<file path="src/rtl/write_pair_packer_if.sv">
// Stream-in / pair-write bus between an upstream source, the packer and the buffer.
// The packer takes the slave side; the source/buffer model takes the master side.
interface write_pair_packer_if #(
   parameter int WIDTH = 16,
   parameter int DEPTH = 8
);
   localparam int CW = $clog2(DEPTH + 1);

   logic [WIDTH-1:0] in_data;
   logic             in_valid;
   logic             in_ready;
   logic             flush;
   logic             read_pop;
   logic [WIDTH-1:0] write_data_1;
   logic [WIDTH-1:0] write_data_2;
   logic             write_enable;
   logic             write_partial;
   logic [CW-1:0]    credit;
   logic             credit_error;

   modport slave (
      input  in_data, in_valid, flush, read_pop,
      output in_ready, write_data_1, write_data_2, write_enable, write_partial,
             credit, credit_error
   );

   modport master (
      output in_data, in_valid, flush, read_pop,
      input  in_ready, write_data_1, write_data_2, write_enable, write_partial,
             credit, credit_error
   );
endinterface

</file>
<file path="src/rtl/write_pair_packer.sv">
// Packs a one-word-per-cycle stream into word pairs for a double-write buffer,
// gating each pair write on a credit counter that mirrors the buffer's free slots.
module write_pair_packer #(
   parameter int                 WIDTH     = 16,
   parameter int                 DEPTH     = 8,
   parameter logic [WIDTH-1:0]   PAD_VALUE = '0
) (
   input  logic                  clk,
   input  logic                  reset,
   write_pair_packer_if.slave    bus
);
   localparam int CW = $clog2(DEPTH + 1);

   localparam logic [1:0] S_IDLE = 2'd0;
   localparam logic [1:0] S_HALF = 2'd1;
   localparam logic [1:0] S_FULL = 2'd2;

   logic [1:0]       state_q,   state_d;
   logic [WIDTH-1:0] hold_1_q,  hold_1_d;
   logic [WIDTH-1:0] hold_2_q,  hold_2_d;
   logic             part_q,    part_d;
   logic [CW-1:0]    credit_q,  credit_d;
   logic             cerr_q,    cerr_d;
   logic [WIDTH-1:0] wd_1_q,    wd_1_d;
   logic [WIDTH-1:0] wd_2_q,    wd_2_d;
   logic             we_q,      we_d;
   logic             wp_q,      wp_d;

   logic             xfer;
   logic             can_emit;
   logic             pop_ok;
   logic             pair_formed;
   logic [WIDTH-1:0] pair_2;
   logic             pair_part;

   assign bus.in_ready = (state_q != S_FULL);
   assign xfer         = bus.in_valid & bus.in_ready;
   // Only the registered credit gates an emit; a same-cycle pop is not counted yet.
   assign can_emit     = (credit_q >= CW'(2));
   assign pop_ok       = bus.read_pop & (credit_q != CW'(DEPTH));

   always_comb begin
      state_d     = state_q;
      hold_1_d    = hold_1_q;
      hold_2_d    = hold_2_q;
      part_d      = part_q;
      wd_1_d      = wd_1_q;
      wd_2_d      = wd_2_q;
      we_d        = 1'b0;
      wp_d        = 1'b0;
      pair_formed = 1'b0;
      pair_2      = bus.in_data;
      pair_part   = 1'b0;

      case (state_q)
         S_IDLE: begin
            if (xfer) begin
               hold_1_d = bus.in_data;
               state_d  = S_HALF;
            end
         end
         S_HALF: begin
            // A real second word takes priority over flush in the same cycle.
            if (xfer) begin
               pair_formed = 1'b1;
            end else if (bus.flush) begin
               pair_formed = 1'b1;
               pair_2      = PAD_VALUE;
               pair_part   = 1'b1;
            end
            if (pair_formed) begin
               if (can_emit) begin
                  wd_1_d  = hold_1_q;
                  wd_2_d  = pair_2;
                  wp_d    = pair_part;
                  we_d    = 1'b1;
                  state_d = S_IDLE;
               end else begin
                  hold_2_d = pair_2;
                  part_d   = pair_part;
                  state_d  = S_FULL;
               end
            end
         end
         S_FULL: begin
            if (can_emit) begin
               wd_1_d  = hold_1_q;
               wd_2_d  = hold_2_q;
               wp_d    = part_q;
               we_d    = 1'b1;
               state_d = S_IDLE;
            end
         end
         default: state_d = S_IDLE;
      endcase

      credit_d = credit_q - (we_d ? CW'(2) : CW'(0)) + (pop_ok ? CW'(1) : CW'(0));
      cerr_d   = cerr_q | (bus.read_pop & ~pop_ok);
   end

   always_ff @(posedge clk or negedge reset) begin
      if (!reset) begin
         state_q  <= S_IDLE;
         hold_1_q <= '0;
         hold_2_q <= '0;
         part_q   <= 1'b0;
         credit_q <= CW'(DEPTH);
         cerr_q   <= 1'b0;
         wd_1_q   <= '0;
         wd_2_q   <= '0;
         we_q     <= 1'b0;
         wp_q     <= 1'b0;
      end else begin
         state_q  <= state_d;
         hold_1_q <= hold_1_d;
         hold_2_q <= hold_2_d;
         part_q   <= part_d;
         credit_q <= credit_d;
         cerr_q   <= cerr_d;
         wd_1_q   <= wd_1_d;
         wd_2_q   <= wd_2_d;
         we_q     <= we_d;
         wp_q     <= wp_d;
      end
   end

   assign bus.write_data_1  = wd_1_q;
   assign bus.write_data_2  = wd_2_q;
   assign bus.write_enable  = we_q;
   assign bus.write_partial = wp_q;
   assign bus.credit        = credit_q;
   assign bus.credit_error  = cerr_q;

endmodule

</file>
<file path="src/flat_wrapper.sv">
// flat-port wrapper written by rule: the top's interface ports become plain ports
module write_pair_packer_flat 
#(
   parameter int                 WIDTH     = 16,
   parameter int                 DEPTH     = 8,
   parameter logic [WIDTH-1:0]   PAD_VALUE = '0
)
  (clk, reset, bus_in_data, bus_in_valid, bus_flush, bus_read_pop, bus_in_ready, bus_write_data_1, bus_write_data_2, bus_write_enable, bus_write_partial, bus_credit, bus_credit_error);
  write_pair_packer_if #(.WIDTH(WIDTH), .DEPTH(DEPTH)) bus_i ();
  input  logic clk;
  input  logic reset;
  input wire logic [$bits(bus_i.in_data)-1:0] bus_in_data;
  input wire logic [$bits(bus_i.in_valid)-1:0] bus_in_valid;
  input wire logic [$bits(bus_i.flush)-1:0] bus_flush;
  input wire logic [$bits(bus_i.read_pop)-1:0] bus_read_pop;
  output wire logic [$bits(bus_i.in_ready)-1:0] bus_in_ready;
  output wire logic [$bits(bus_i.write_data_1)-1:0] bus_write_data_1;
  output wire logic [$bits(bus_i.write_data_2)-1:0] bus_write_data_2;
  output wire logic [$bits(bus_i.write_enable)-1:0] bus_write_enable;
  output wire logic [$bits(bus_i.write_partial)-1:0] bus_write_partial;
  output wire logic [$bits(bus_i.credit)-1:0] bus_credit;
  output wire logic [$bits(bus_i.credit_error)-1:0] bus_credit_error;
  assign bus_i.in_data = bus_in_data;
  assign bus_i.in_valid = bus_in_valid;
  assign bus_i.flush = bus_flush;
  assign bus_i.read_pop = bus_read_pop;
  assign bus_in_ready = bus_i.in_ready;
  assign bus_write_data_1 = bus_i.write_data_1;
  assign bus_write_data_2 = bus_i.write_data_2;
  assign bus_write_enable = bus_i.write_enable;
  assign bus_write_partial = bus_i.write_partial;
  assign bus_credit = bus_i.credit;
  assign bus_credit_error = bus_i.credit_error;
  write_pair_packer #(.WIDTH(WIDTH), .DEPTH(DEPTH), .PAD_VALUE(PAD_VALUE)) u_core (.clk(clk), .reset(reset), .bus(bus_i));
endmodule
</file>
<file path="config.mk">
export PLATFORM = sky130hd
export DESIGN_NAME = write_pair_packer_flat
export DESIGN_NICKNAME = d
export VERILOG_FILES = /design/src/rtl/write_pair_packer_if.sv /design/src/rtl/write_pair_packer.sv /design/src/flat_wrapper.sv
export SDC_FILE = /design/constraint.sdc
export NUM_CORES = 1
export LEC_CHECK = 0
export BUFFER_PORTS_ARGS = -buffer_cell sky130_fd_sc_hd__buf_2
export CAP_MARGIN = 20
export CORE_ASPECT_RATIO = 1.5
export CORE_MARGIN = 2
export CORE_UTILIZATION = 36
export CTS_CLUSTER_DIAMETER = 40
export CTS_CLUSTER_SIZE = 24
export DETAILED_ROUTE_END_ITERATION = 10
export SYNTH_ARGS = -nofsm -noshare
export SYNTH_HDL_FRONTEND = slang
export SYNTH_SLANG_ARGS = --single-unit
export TNS_END_PERCENT = 50
</file>
<file path="constraint.sdc">
create_clock -name clk -period 3 [get_ports clk]
set_input_delay 0.6 -clock clk [delete_from_list [all_inputs] [get_ports clk]]
set_output_delay 0.6 -clock clk [all_outputs]
set_load 0.02 [all_outputs]
</file>
---- After elaboration in Yosys (flattened, before gate mapping) ----
Cells that the tools add are included.
storage, ports and cells
  input bits .............................. 21
  word-level logic and storage cells ...... 61
  register bits ........................... 74
  output and inout bits ................... 40
cells by class
  $add $sub $neg .......................... 2
  bitwise gates (word level) .............. 6
  magnitude comparators ................... 1
  equal/unequal tests ..................... 8
  reductions and logical operators ........ 7
  multiplexer cells ....................... 27
operator list
  operator                                                                number
  16-bit 2-to-1 mux                                                       7
  16-bit case mux with 2 select lines                                     2
  1-bit 2-to-1 mux                                                        10
  2-bit 2-to-1 mux                                                        5
  2-bit by 1-bit != test with 1-bit output (second input constant)        4
  2-bit case mux with 3 select lines                                      1
  3-bit AND reduction                                                     2
  4-bit adder                                                             1
  4-bit by 2-bit >= comparator with 1-bit output (second input constant)  1
  4-bit != test (second input constant)                                   1
  1-bit case mux with 2 select lines                                      2
  2-bit AND reduction                                                     2
  4-bit AND reduction                                                     1
  4-bit subtractor                                                        1
  1-bit AND                                                               3
  2-bit by 1-bit equality test with 1-bit output (second input constant)  1
  2-bit equality test (second input constant)                             1
  2-bit zero test                                                         1
  2-bit != test (second input constant)                                   1
  1-bit inverter                                                          2
  2-bit nonzero test                                                      1
  1-bit OR                                                                1

---- Longest topological paths before layout ----
  word-level depth ........................ 9
  gate-level depth with buffers ........... 11

---- Worst setup path after synthesis ----
Ideal clock, no wire load.
  path type ............................... register to register
  from .................................... reg u_core.state_q[0]
  to ...................................... reg u_core.credit_q[3], in the netlist u_core.bus.credit[3]
  stages on the path, launching flop included .. 12
  data arrival time ....................... 2.049 ns
  required time ........................... 2.925 ns
  path buffers ............................ 2
  setup slack ............................. 0.876 ns
  cell sequence ........................... dfrtp_1 -> inv_1 -> ha_1 -> buf_2 -> buf_2 -> nor2_1 -> or2_2 -> ha_1 -> ha_1 -> o21ai_0 -> nand2b_1 -> xnor2_1
between the ends
  longest elaborated chain between the ends .. 9
RTL lines
  what                                    line                      text
  from (decl)                             write_pair_packer.sv:18   logic [1:0] state_q, state_d;
  from (signal assigned)                  write_pair_packer.sv:114  state_q <= state_d;
  2-bit != test                           write_pair_packer.sv:36   assign bus.in_ready = (state_q != S_FULL);
  1-bit AND                               write_pair_packer.sv:37   assign xfer = bus.in_valid & bus.in_ready;
  1-bit 2-to-1 mux                        write_pair_packer.sv:64   if (xfer) begin
  1-bit 2-to-1 mux                        write_pair_packer.sv:55   case (state_q)
  1-bit 2-to-1 mux                        write_pair_packer.sv:71   if (pair_formed) begin
  1-bit case mux with 2 select lines (*)  write_pair_packer.sv:55
  2-bit 2-to-1 mux (*)                    write_pair_packer.sv:97   credit_d = credit_q - (we_d ? CW'(2) : CW'(0)) + (pop_ok ? CW'(1) : CW'(0));
  4-bit subtractor (*)                    write_pair_packer.sv:97
  4-bit adder (*)                         write_pair_packer.sv:97
  named net u_core.credit_d[3]            write_pair_packer.sv:22   logic [CW-1:0] credit_q, credit_d;
  to (signal assigned)                    write_pair_packer.sv:107  credit_q <= CW'(DEPTH);
  to (signal assigned)                    write_pair_packer.sv:118  credit_q <= credit_d;
  to (decl)                               write_pair_packer.sv:22
Mark *: on every way through the listed nets, which the timed path passes. The rest lies on a longest branch. The select of a mux whose other input is x is not followed.
A chain may end at the register's enable or synchronous reset.

---- Final worst setup path ----
  from .................................... reg u_core.state_q[0]
  to ...................................... out bus_in_ready
between the ends
  longest elaborated chain between the ends .. 1
RTL lines
  what           line                     text
  2-bit != test  write_pair_packer.sv:36
  to (decl)      flat_wrapper.sv:16       output wire logic [$bits(bus_i.in_ready)-1:0] bus_in_ready;
No other way between the ends.

==> impl_metrics.env <==
export IMPL_skew_ns=0.00542
export IMPL_swShare_pct=34.5
export IMPL_rsz0062_at_grt="false"
export IMPL_die_h_um=121
export IMPL_drive_gt1_share_pct=44.9
export IMPL_routed_wl_um=6340
export IMPL_status="finished clean"
export IMPL_seq_area_um2=1850
export IMPL_yosys_warnings=0
export IMPL_cts_buffers=9
export IMPL_fill_cells=862
export IMPL_period_share_pct=81.8
export IMPL_max_slew_margin_pct=39.0
export IMPL_nets=328
export IMPL_seq_power_share_pct=37.2
export IMPL_synthDistinctLibCells=35
export IMPL_cts_repair_resized=0
export IMPL_setup_viol=0
export IMPL_antenna_found_initial=0
export IMPL_cts_hold_buffers=0
export IMPL_htreeDepth=3
export IMPL_worstPathCellList="inv_1, ha_1, buf_4, inv_1, buf_2"
export IMPL_clockRootBuffer="clkbuf_16"
export IMPL_antenna_cells=0
export IMPL_wire_per_inst_um=15.3
export IMPL_antenna_left=0
export IMPL_max_cap_violations=0
export IMPL_cts_sinks=74
export IMPL_critPathLaunchType="flop"
export IMPL_clk_insertion_delay_late_ns=0.33
export IMPL_peakVddDrop_uv=516
export IMPL_p_comb_share_pct=39.8
export IMPL_area_delta_synth_final_pct=21.2
export IMPL_crit_type="reg -> out"
export IMPL_ys_ff_latch=74
export IMPL_synth_nets=265
export IMPL_critPathBufInv=4
export IMPL_p_int_w=0.00305
export IMPL_die_w_um=81.7
export IMPL_vias=2080
export IMPL_clock_fmax_mhz=408
export IMPL_ys_dominant_reg_cell="dfrtp_1"
export IMPL_place_congestion=0.704
export IMPL_synthArstFlopShare_pct=100
export IMPL_power_density_nw_per_um2=1180
export IMPL_min_path_type="in -> async"
export IMPL_vias_per_cell=5.04
export IMPL_finalCriticalPeriod_ns=2.45
export IMPL_grt_start_max_net_pins=75
export IMPL_synth_cells=235
export IMPL_p_leak_nw=1.79
export IMPL_grt_first_pass_wirelength_um=10500
export IMPL_row_count=42
export IMPL_cts_tree="yes"
export IMPL_end_kind="output port"
export IMPL_final_cell_mix="dfrtp_1, buf_2, mux2_2"
export IMPL_netlist_area_um2=3260
export IMPL_power_net_switching_w=0.00161
export IMPL_dieArea_um2=9860
export IMPL_cpMaxStageDelayCell="ha_1"
export IMPL_worst_pin_slew_ns=0.914
export IMPL_place_area_um2=3650
export IMPL_postCtsSetupRepairBufs=0
export IMPL_grt_ovfl_total=0
export IMPL_synth_area_leader_cell="dfrtp_1"
export IMPL_netlist_top_cells_area="dfrtp_1, mux2_2, a32o_1"
export IMPL_critPathRequiredTime_ns=2.40
export IMPL_numPortBuffers=60
export IMPL_crit_fanout=17
export IMPL_multi_input_area_um2=1290
export IMPL_max_stage_delay_ns=0.39
export IMPL_syn_avg_cell_area_um2=13.9
export IMPL_hold_viol=0
export IMPL_final_common_cell="dfrtp_1"
export IMPL_path_clk_slew_ns=0.06
export IMPL_grt_pass1_vias=2097
export IMPL_core_area_um2=8830
export IMPL_ios=61
export IMPL_crit_top_cell="inv_1"
export IMPL_fin_area_um2=3960
export IMPL_first_pass_iters=6
export IMPL_tns_ns=0
export IMPL_grt_usage_pct=14.0
export IMPL_clockBufferDepth=2
export IMPL_drc=0
export IMPL_clockPowerShare_pct=23.0
export IMPL_critical_path_top_delay_family="buffers and inverters"
export IMPL_synth_top_area_share_pct=56.0
export IMPL_dp_hpwl_um=4260
export IMPL_drtIter0Drc=105
export IMPL_slew_violations=0
export IMPL_synth_edf_count=0
export IMPL_arrival_ns=1.85
export IMPL_start_util_pct=37.0
export IMPL_seq_area_frac_synth_pct=56.8
==> state kept, by name, summed over array words and instances, names as in the netlist <==
signal,flops
u_core.bus.write_enable,1
u_core.hold_1_q,16
u_core.bus.credit_error,1
u_core.hold_2_q,16
u_core.bus.write_partial,1
u_core.part_q,1
u_core.state_q,2
u_core.bus.credit,4
u_core.bus.write_data_1,16
u_core.bus.write_data_2,16
==> layout make-up <==
cell class,count,area share (%)
Clock buffer,10,6.04
Clock inverter,6,1.68
Inverter,9,0.854
Multi-Input combinational cell,139,32.5
Sequential cell,74,46.8
Tap cell,110,3.48
Timing Repair Buffer,65,8.60
==> cell usage after synthesis, types with 2 or more instances <==
cell	n
a211oi_1	2
a32o_1	16
buf_2	8
buf_6	4
dfrtp_1	73
ha_1	9
inv_1	9
mux2_1	2
mux2_2	46
mux2i_1	16
nand2_1	2
nand2b_1	2
nor2_1	19
nor2b_1	4
o21ai_0	2
xnor2_1	2
==> worst reg2reg max path: stages, from the launching register on <==
cell and delay, ns:
dfrtp_1 0.35, inv_1 0.08, ha_1 0.33, nor2b_2 0.69, o21ai_2 0.38, a32o_1 0.32
==> power groups by stage <==
stage	logic, W	clock network [W]	registers [W]
finish	0.00185	0.00107	0.00174
global route	0.00203	0.00114	0.00180
CTS	0.00189	0.00110	0.00175
detailed placement	0.00188	0	0.00176
global placement	0.00185	0	0.00174
floorplan	0.00111	0	0.00203
==> cells by family (layout without fill, tap and decap cells) <==
logic type / count (synthesis) / in the layout / synth area share, %
flops: 74 / 74 / 56.8
mux: 64 / 64 / 21.5
fa+ha+maj: 9 / 9 / 3.45
simple gates: 36 / 36 / 5.98
buf+inv: 22 / 90 / 3.87
compound gates: 28 / 28 / 7.90
xor+xnor: 2 / 2 / 0.537
==> metal layers <==
layer | vias to the layer above | wire length [um] | global-route usage (%)
met5 | - | 0 | 0
met4 | 0 | 135 | 6.25
met3 | 12 | 326 | 2.69
met2 | 51 | 3180 | 22.2
met1 | 1051 | 2690 | 18.3
li1 | 966 | - | -
==> final timing paths <==
kind,to,slack (ns),start,cells after the start
setup / recovery,bus_in_ready,0.55,u_core.state_q[0],5
hold / removal,u_core.hold_1_q[6],0.41,reset,1
setup reg to reg,u_core.hold_2_q[11],0.74,u_core.state_q[0],5
hold reg to reg,u_core.bus.credit_error,0.45,u_core.bus.credit_error,1
max in group asynchronous,u_core.bus.write_data_1[10],2.01,reset,1
min in group clk,u_core.bus.credit_error,0.45,u_core.bus.credit_error,1
==> metrics by stage <==
stage	setup WS [ns]	total power [W]	hold WS, ns	std cells	utilization, %
floorplan	0.876	0.00314	0.304	235	-
global placement	0.752	0.00359	0.438	397	41.4
detailed placement	0.717	0.00365	0.446	397	41.4
CTS	0.519	0.00474	0.451	413	44.8
global route	0.436	0.00498	0.482	413	44.8
finish	0.546	0.00466	0.412	413	44.8
(Power assumes the default switching activity.)
